===== src/rtl/stopwatch_pkg.sv =====
// Shared state encoding, mode constants and prescaler sizing helper for the
// stopwatch controller.
package stopwatch_pkg;

  typedef enum logic [1:0] {
    ST_IDLE    = 2'd0,
    ST_RUN     = 2'd1,
    ST_PAUSE   = 2'd2,
    ST_EXPIRED = 2'd3
  } sw_state_t;

  localparam logic MODE_UP   = 1'b0;
  localparam logic MODE_DOWN = 1'b1;

  // Bits needed to hold a count of 0..div-1, never narrower than one bit.
  function automatic int div_width(input int div);
    int w;
    w = $clog2(div);
    return (w < 1) ? 1 : w;
  endfunction

endpackage


===== src/rtl/stopwatch_controller_tick_prescaler.sv =====
// Divides clk down to the counter-chain advance rate; counts 0..DIV-1 only
// while run is high and holds its value otherwise.
module tick_prescaler #(
  parameter int DIV = 10
) (
  input  logic clk,
  input  logic rst_n,
  input  logic run,
  input  logic restart,
  output logic tick
);
  import stopwatch_pkg::*;

  localparam int            CW   = div_width(DIV);
  localparam logic [CW-1:0] LAST = CW'(DIV - 1);

  logic [CW-1:0] r_count;
  logic          w_last;

  assign w_last = (r_count == LAST);

  // restart has priority so a fresh run always begins a full period.
  always_ff @(posedge clk or negedge rst_n) begin
    if (!rst_n) begin
      r_count <= '0;
    end else if (restart) begin
      r_count <= '0;
    end else if (run) begin
      if (w_last) begin
        r_count <= '0;
      end else begin
        r_count <= r_count + 1'b1;
      end
    end
  end

  assign tick = run & w_last;

endmodule


===== src/rtl/stopwatch_controller.sv =====
// Stopwatch control FSM driving an external BCD counter chain. The optional
// lap-hold display freeze is enabled by defining STOPWATCH_LAP_HOLD_EN.
module stopwatch_controller #(
  parameter int CLK_HZ  = 100000000,
  parameter int TICK_HZ = 100
) (
  input  logic clk,
  input  logic rst_n,
  input  logic btn_start_stop,
  input  logic btn_clear,
  input  logic btn_lap,
  input  logic mode_down,
  input  logic chain_terminal,
  output logic cnt_enable,
  output logic cnt_up_down,
  output logic cnt_clear,
  output logic running,
  output logic expired,
  output logic display_hold
);
  import stopwatch_pkg::*;

  // DIV must be at least 2 for the tick to be a single-cycle pulse.
  localparam int DIV = CLK_HZ / TICK_HZ;

  sw_state_t r_state;
  sw_state_t w_state_next;

  logic r_mode;
  logic r_mode_chg;
  logic r_cnt_enable;
  logic r_cnt_up_down;
  logic r_cnt_clear;
  logic r_running;
  logic r_expired;

  logic w_tick;
  logic w_run;
  logic w_restart;
  logic w_clear_evt;
  logic w_mode_change;
  logic w_advance;

  assign w_run     = (r_state == ST_RUN);
  assign w_restart = (r_state == ST_IDLE) && (w_state_next == ST_RUN);

  tick_prescaler #(
    .DIV(DIV)
  ) u_prescaler (
    .clk    (clk),
    .rst_n  (rst_n),
    .run    (w_run),
    .restart(w_restart),
    .tick   (w_tick)
  );

  always_comb begin
    w_state_next = r_state;
    w_clear_evt  = 1'b0;
    unique case (r_state)
      ST_IDLE: begin
        if (btn_clear) begin
          w_clear_evt = 1'b1;
        end
        if (btn_start_stop) begin
          w_state_next = ST_RUN;
        end
      end
      ST_RUN: begin
        if (btn_start_stop) begin
          w_state_next = ST_PAUSE;
        end else if (w_tick && chain_terminal) begin
          w_state_next = ST_EXPIRED;
        end
      end
      ST_PAUSE: begin
        // Clear beats a simultaneous start/stop.
        if (btn_clear) begin
          w_state_next = ST_IDLE;
          w_clear_evt  = 1'b1;
        end else if (btn_start_stop) begin
          w_state_next = ST_RUN;
        end
      end
      ST_EXPIRED: begin
        if (btn_clear) begin
          w_state_next = ST_IDLE;
          w_clear_evt  = 1'b1;
        end
      end
      default: begin
        w_state_next = ST_IDLE;
      end
    endcase
  end

  // A start/stop landing on a tick pauses and swallows that advance; a
  // terminal chain turns the tick into expiry instead of a wrap.
  assign w_advance     = w_run && w_tick && !chain_terminal && !btn_start_stop;
  assign w_mode_change = (r_state == ST_IDLE) && (mode_down != r_mode);

  always_ff @(posedge clk or negedge rst_n) begin
    if (!rst_n) begin
      r_state       <= ST_IDLE;
      r_mode        <= MODE_UP;
      r_mode_chg    <= 1'b0;
      r_cnt_enable  <= 1'b0;
      r_cnt_up_down <= 1'b1;
      r_cnt_clear   <= 1'b1;
      r_running     <= 1'b0;
      r_expired     <= 1'b0;
    end else begin
      r_state      <= w_state_next;
      r_cnt_enable <= w_advance;
      r_running    <= (w_state_next == ST_RUN);
      r_expired    <= (w_state_next == ST_EXPIRED);
      // Mode tracks the switch only in IDLE; direction follows immediately
      // and the counters are reloaded one cycle later in the new direction.
      if (r_state == ST_IDLE) begin
        r_mode        <= mode_down ? MODE_DOWN : MODE_UP;
        r_cnt_up_down <= (mode_down == MODE_UP);
      end
      r_mode_chg  <= w_mode_change;
      r_cnt_clear <= w_clear_evt | r_mode_chg;
    end
  end

  assign cnt_enable  = r_cnt_enable;
  assign cnt_up_down = r_cnt_up_down;
  assign cnt_clear   = r_cnt_clear;
  assign running     = r_running;
  assign expired     = r_expired;

`ifdef STOPWATCH_LAP_HOLD_EN
  logic r_display_hold;

  always_ff @(posedge clk or negedge rst_n) begin
    if (!rst_n) begin
      r_display_hold <= 1'b0;
    end else if (w_state_next == ST_IDLE) begin
      r_display_hold <= 1'b0;
    end else if (btn_lap && (r_state == ST_RUN || r_state == ST_PAUSE)) begin
      r_display_hold <= ~r_display_hold;
    end
  end

  assign display_hold = r_display_hold;
`else
  logic w_unused_lap;

  assign w_unused_lap = btn_lap;
  assign display_hold = 1'b0;
`endif

endmodule

===== config.mk =====
export PLATFORM = sky130hd
export DESIGN_NAME = stopwatch_controller
export DESIGN_NICKNAME = d
export VERILOG_FILES = /design/src/rtl/stopwatch_pkg.sv /design/src/rtl/stopwatch_controller_tick_prescaler.sv /design/src/rtl/stopwatch_controller.sv
export SDC_FILE = /design/constraint.sdc
export NUM_CORES = 1
export LEC_CHECK = 0
export BUFFER_PORTS_ARGS = -buffer_cell sky130_fd_sc_hd__buf_2
export CORE_MARGIN = 2
export CORE_UTILIZATION = 63
export DETAILED_ROUTE_END_ITERATION = 7
export GPL_ROUTABILITY_DRIVEN = 0
export PLACE_DENSITY = 0.8
export SYNTH_ARGS = -nofsm -noshare
export SYNTH_HDL_FRONTEND = slang
export SYNTH_HIERARCHICAL = 1
export SYNTH_SLANG_ARGS = --single-unit

===== constraint.sdc =====
create_clock -name clk -period 3.8 [get_ports clk]
set_input_delay 0.76 -clock clk [delete_from_list [all_inputs] [get_ports clk]]
set_output_delay 0.76 -clock clk [all_outputs]
set_load 0.1 [all_outputs]

After elaboration in Yosys (flattened, before gate mapping) --
Cells that the tools add are included.
Word-level totals: input port bits 7, output and inout port bits 6, word-level logic and storage cells 43, register bits 29
Cells by class: reductions and logical operators 11, mux-type cells 12, bitwise gates (word level) 3, equal/unequal tests 7, add/sub/neg operators 1
Operator list (count):
- $mux W20 | 3
- $add A20 B1 Y20 const B | 1
- $eq A20 B20 Y1 const B | 1
- $mux W2 | 5
- $pmux W2 S4 | 1
- $eq A2 B2 Y1 const B | 3
- $logic_and A1 B1 Y1 | 6
- $eq A2 B1 Y1 const B | 2
- $mux W1 | 3
- $reduce_or A3 Y1 | 1
- $logic_not A1 Y1 | 2
- $logic_not A2 Y1 | 1
- $reduce_bool A2 Y1 | 1
- $and A1 B1 Y1 | 1
- $ne A1 B1 Y1 | 1
- $not A1 Y1 | 1
- $or A1 B1 Y1 | 1

Longest topological paths before layout --
depth in word-level cells 9, mapped depth 8, mapped depth without buffers 6

By module --
The synthesis kept the hierarchy.
Modules (own cells, without submodules):
- tick_prescaler | cells each 136, times used 1, seq. area each 500.5 um2, area each 1202.4 um2
- stopwatch_controller | cells each 34, times used 1, seq. area each 227.7 um2, area each 437.9 um2

Worst setup path before layout --
OpenSTA, ideal clock, no wires.
path kind input-to-reg, from input btn_start_stop, to register u_prescaler.r_count[15], setup time 77 ps, arrival time 2022 ps, buffers on the path 0, path slack 1700 ps, required time 3723 ps, cell stages on the path 5, cells stage by stage nor3b_2 o2111a_1 nand4_1 or3_1 a21oi_1
On the way: word-level cells in the longest chain between the ends 6, elaborated cells on any way between the ends 8, classes of those cells eq/ne (1); mux (5); reduce/logical (2)
RTL lines:
- start: declaration | line stopwatch_controller.sv:9 | input logic btn_start_stop,
- $mux W2 | line stopwatch_controller.sv:65, stopwatch_controller.sv:81
- $mux W2 | line stopwatch_controller.sv:78 | if (btn_clear) begin
- $pmux W2 S4 (*) | line stopwatch_controller.sv:60 | unique case (r_state)
- $eq A2 B1 Y1 (*) | line stopwatch_controller.sv:45 | assign w_restart = (r_state == ST_IDLE) && (w_state_next == ST_RUN);
- $logic_and A1 B1 Y1 (*) | line stopwatch_controller.sv:45
- $mux W20 or $reduce_bool A2 Y1 (tied branches)
- end signal: assignment | line stopwatch_controller_tick_prescaler.sv:32 | r_count <= r_count + 1'b1;
- end: declaration | line stopwatch_controller_tick_prescaler.sv:17 | logic [CW-1:0] r_count;
Every way passes the cells marked *; elsewhere a longest branch is shown, timed or not. A chain may end at the register's enable or synchronous reset.

Worst setup path after layout --
from input btn_start_stop, to register u_prescaler.r_count[15]
On the way: word-level cells in the longest chain between the ends 6, elaborated cells on any way between the ends 8, classes of those cells eq/ne (1); mux (5); reduce/logical (2)
RTL lines:
- $mux W2 | line stopwatch_controller.sv:65, stopwatch_controller.sv:81
- $mux W2 | line stopwatch_controller.sv:78
- $pmux W2 S4 (*) | line stopwatch_controller.sv:60
- $eq A2 B1 Y1 (*) | line stopwatch_controller.sv:45
- $logic_and A1 B1 Y1 (*) | line stopwatch_controller.sv:45
- via w_restart | line stopwatch_controller.sv:39 | logic w_restart;
- $mux W20 or $reduce_bool A2 Y1 (tied branches)
The timed path passes the listed nets; every way through them passes the cells marked *.

==> qor.yml <==
outcome: "finished, final reports clean"
ir_drop_uv: 540.3
final_nets: 186
clkSinkCount: 29
core_mm2: 0.002477
synth_nets: 178
hold_class: "input pin to asynchronous set/reset pin"
grtUsageMet1_pct: 33.28
leakage_nw: 0.7239
cts-root-buf: "clkbuf_4"
htree_num_levels: 2
cp-end-kind: "flip-flop"
yosysSeqAreaShare_pct: 44.39
hold_viol: 0
synthesis.area_mm2: 0.001640
slew_violations: 0
final_antenna_net_count: 0
rows: 18
pre_cts_ws_ps: 1191
rsz0062_at_grt: "false"
power_density_mw_per_mm2: 615.4
start_util_pct: 66.21
fin_crit_sh_pct: 60.97
cp_max_fo: 9
via_per_inst: 6.220
path_clk_slew_ps: 100
synth_area_leaders: "dfrtp_1, nor2_1, xnor2_1"
slew_headroom_pct: 39.58
power_mw: 1.067
die_w_um: 55.03
yosysMostFrequentCell: "dfrtp_1"
cts_buffers: 5
antenna_found_initial: 0
async_flop_share_pct: 100.0
final_util_pct: 70.00
dieArea_mm2: 0.003028
reg2reg_slack_ps: 1530
gr-usage-met3_pct: 5.645
timing.rr.end: "u_prescaler/r_count[15]"
layout-drive-gt1-share_pct: 17.32
synth-edff-count: 0
crit_arrival_ps: 2570
holdBufCountCts: 0
grt_pass1_vias: 1189
fp.dieH_um: 55.03
synth_top_area_share_pct: 41.19
netlist_instances: 170
tns_ps: 0
worst_pin_slew_ps: 900.9
met2_usage_pct: 39.48
critical_path_class: "input pin to flip-flop"
ys_ff_latch: 29
reg2reg_depth: 5
io_pins: 13
period_needed_ps: 2317
synth_top_cell_by_area: "dfrtp_1"
place_hpwl_mm: 2.352
first_pass_iters: 5
port_buffers: 10
route.detailed.drc: 0
area_growth_pct: 5.721
crit_required_ps: 4050
n_antenna_cell: 0
grt_max_degree: 30
drt-total-wl_mm: 3.189
hold_ws_ps: 426.8
r2r_start: "r_state[1]"
cts_max_path_buffers: 2
cts_tree: "yes"
setup_viol: 0
synth_common_cells: "dfrtp_1, nor2_1, nand2_1, o21ai_0, nand3_1"
synthFlopType: "dfrtp_1"
busiest_layer: "met2"
vias: 1300
fin_skew_ps: 17.09
drt-initial-drc-count: 45
grt.overflow.total: 0
grt_pass1_wl_mm: 5.333
cts_resized: 0
cts_setup_buffers: 0
clock.fmax_mhz: 431.6
cp-start-kind: "input pin"
wl_per_cell_um: 15.26
fillers: 197
clk_latency_ps: 330
ys_types: 55
avgSynthCellArea_um2: 9.649
synth-warning-count: 6
grt_usage_pct: 24.80
layout_setup_ws_ps: 1483
maxCapViolCount: 0
## state kept, by name (all words and copies together), names as in the netlist
register	cells
cnt_clear	1
cnt_up_down	1
u_prescaler/r_count	20
r_state	2
r_mode_chg	1
running	1
cnt_enable	1
expired	1
r_mode	1
## worst max-delay path by stage
stage          cells past startpoint  slack (ps)      startpoint                       to
6_report                           6        1480  btn_start_stop  u_prescaler/r_count[15]
5_1_grt                            5        1350      r_state[0]  u_prescaler/r_count[13]
4_1_cts                            6        1510  btn_start_stop  u_prescaler/r_count[15]
3_5_place_dp                       6        1190  btn_start_stop  u_prescaler/r_count[13]
3_3_place_gp                       6        1280  btn_start_stop  u_prescaler/r_count[15]
2_1_floorplan                      5        1700  btn_start_stop  u_prescaler/r_count[15]
## final cells by class
cell class              count  area [um^2]  area share (%)
inverters                   8        32.53           1.876
flip-flops and latches     29        728.2           41.99
repair buffers             10        50.05           2.886
clock buffers               6        41.29           2.381
multi-input cells         124        809.5           46.68
clock inverters             2        35.03           2.020
well taps                  30        37.54           2.165
## cells by family after synthesis
logic type      Yosys count  synth area share [%]
compound gates           33                 14.49
xor+xnor                 12                 6.407
fa+ha+maj                 1                0.7627
buf+inv                  17                 6.254
flops                    29                 44.39
mux                       1                0.6865
other cells               1                0.2286
simple gates             76                 26.77
## placed cells by master (no fill, tap or decap), types with 2 or more instances in the layout
| master | count |
|---|---|
| a21oi_1 | 4 |
| a31o_2 | 2 |
| a32oi_1 | 2 |
| and3_1 | 5 |
| buf_2 | 10 |
| clkbuf_4 | 5 |
| dfrtp_1 | 27 |
| dfstp_2 | 2 |
| inv_1 | 7 |
| nand2_1 | 11 |
| nand3_1 | 9 |
| nand4_1 | 4 |
| nor2_1 | 17 |
| nor3_1 | 6 |
| nor4_1 | 5 |
| o2111ai_1 | 2 |
| o21ai_0 | 11 |
| o311ai_1 | 2 |
| or3_1 | 2 |
| xnor2_1 | 7 |
| xor2_1 | 5 |
## worst max-delay path, cell delays in order
cell,delay [ps]
buf_2,160
nor3b_2,510
o2111a_1,400
nand4_1,220
or3_1,360
a21oi_1,160
## report_power, final
group	leakage [nW]	switching (mW)	internal [mW]	total (mW)
combinational	0.295	0.292	0.0952	0.388
sequential	0.386	0.0683	0.371	0.439
clock	0.0422	0.103	0.138	0.241
total	0.724	0.464	0.604	1.07
## per-stage QoR
stage / instances / cell area [um^2]
floorplan: 170 / 1640
global placement: 201 / 1658
global route: 209 / 1734
CTS: 209 / 1734
detailed placement: 201 / 1658
finish: 209 / 1734
## layer usage
metal / routed length, um / vias to the layer above
met5: 0 / -
met4: 45 / 0
met3: 120 / 5
met2: 1507 / 27
met1: 1516 / 636
li1: - / 632
Note: power is estimated with default switching activity, not from simulation.
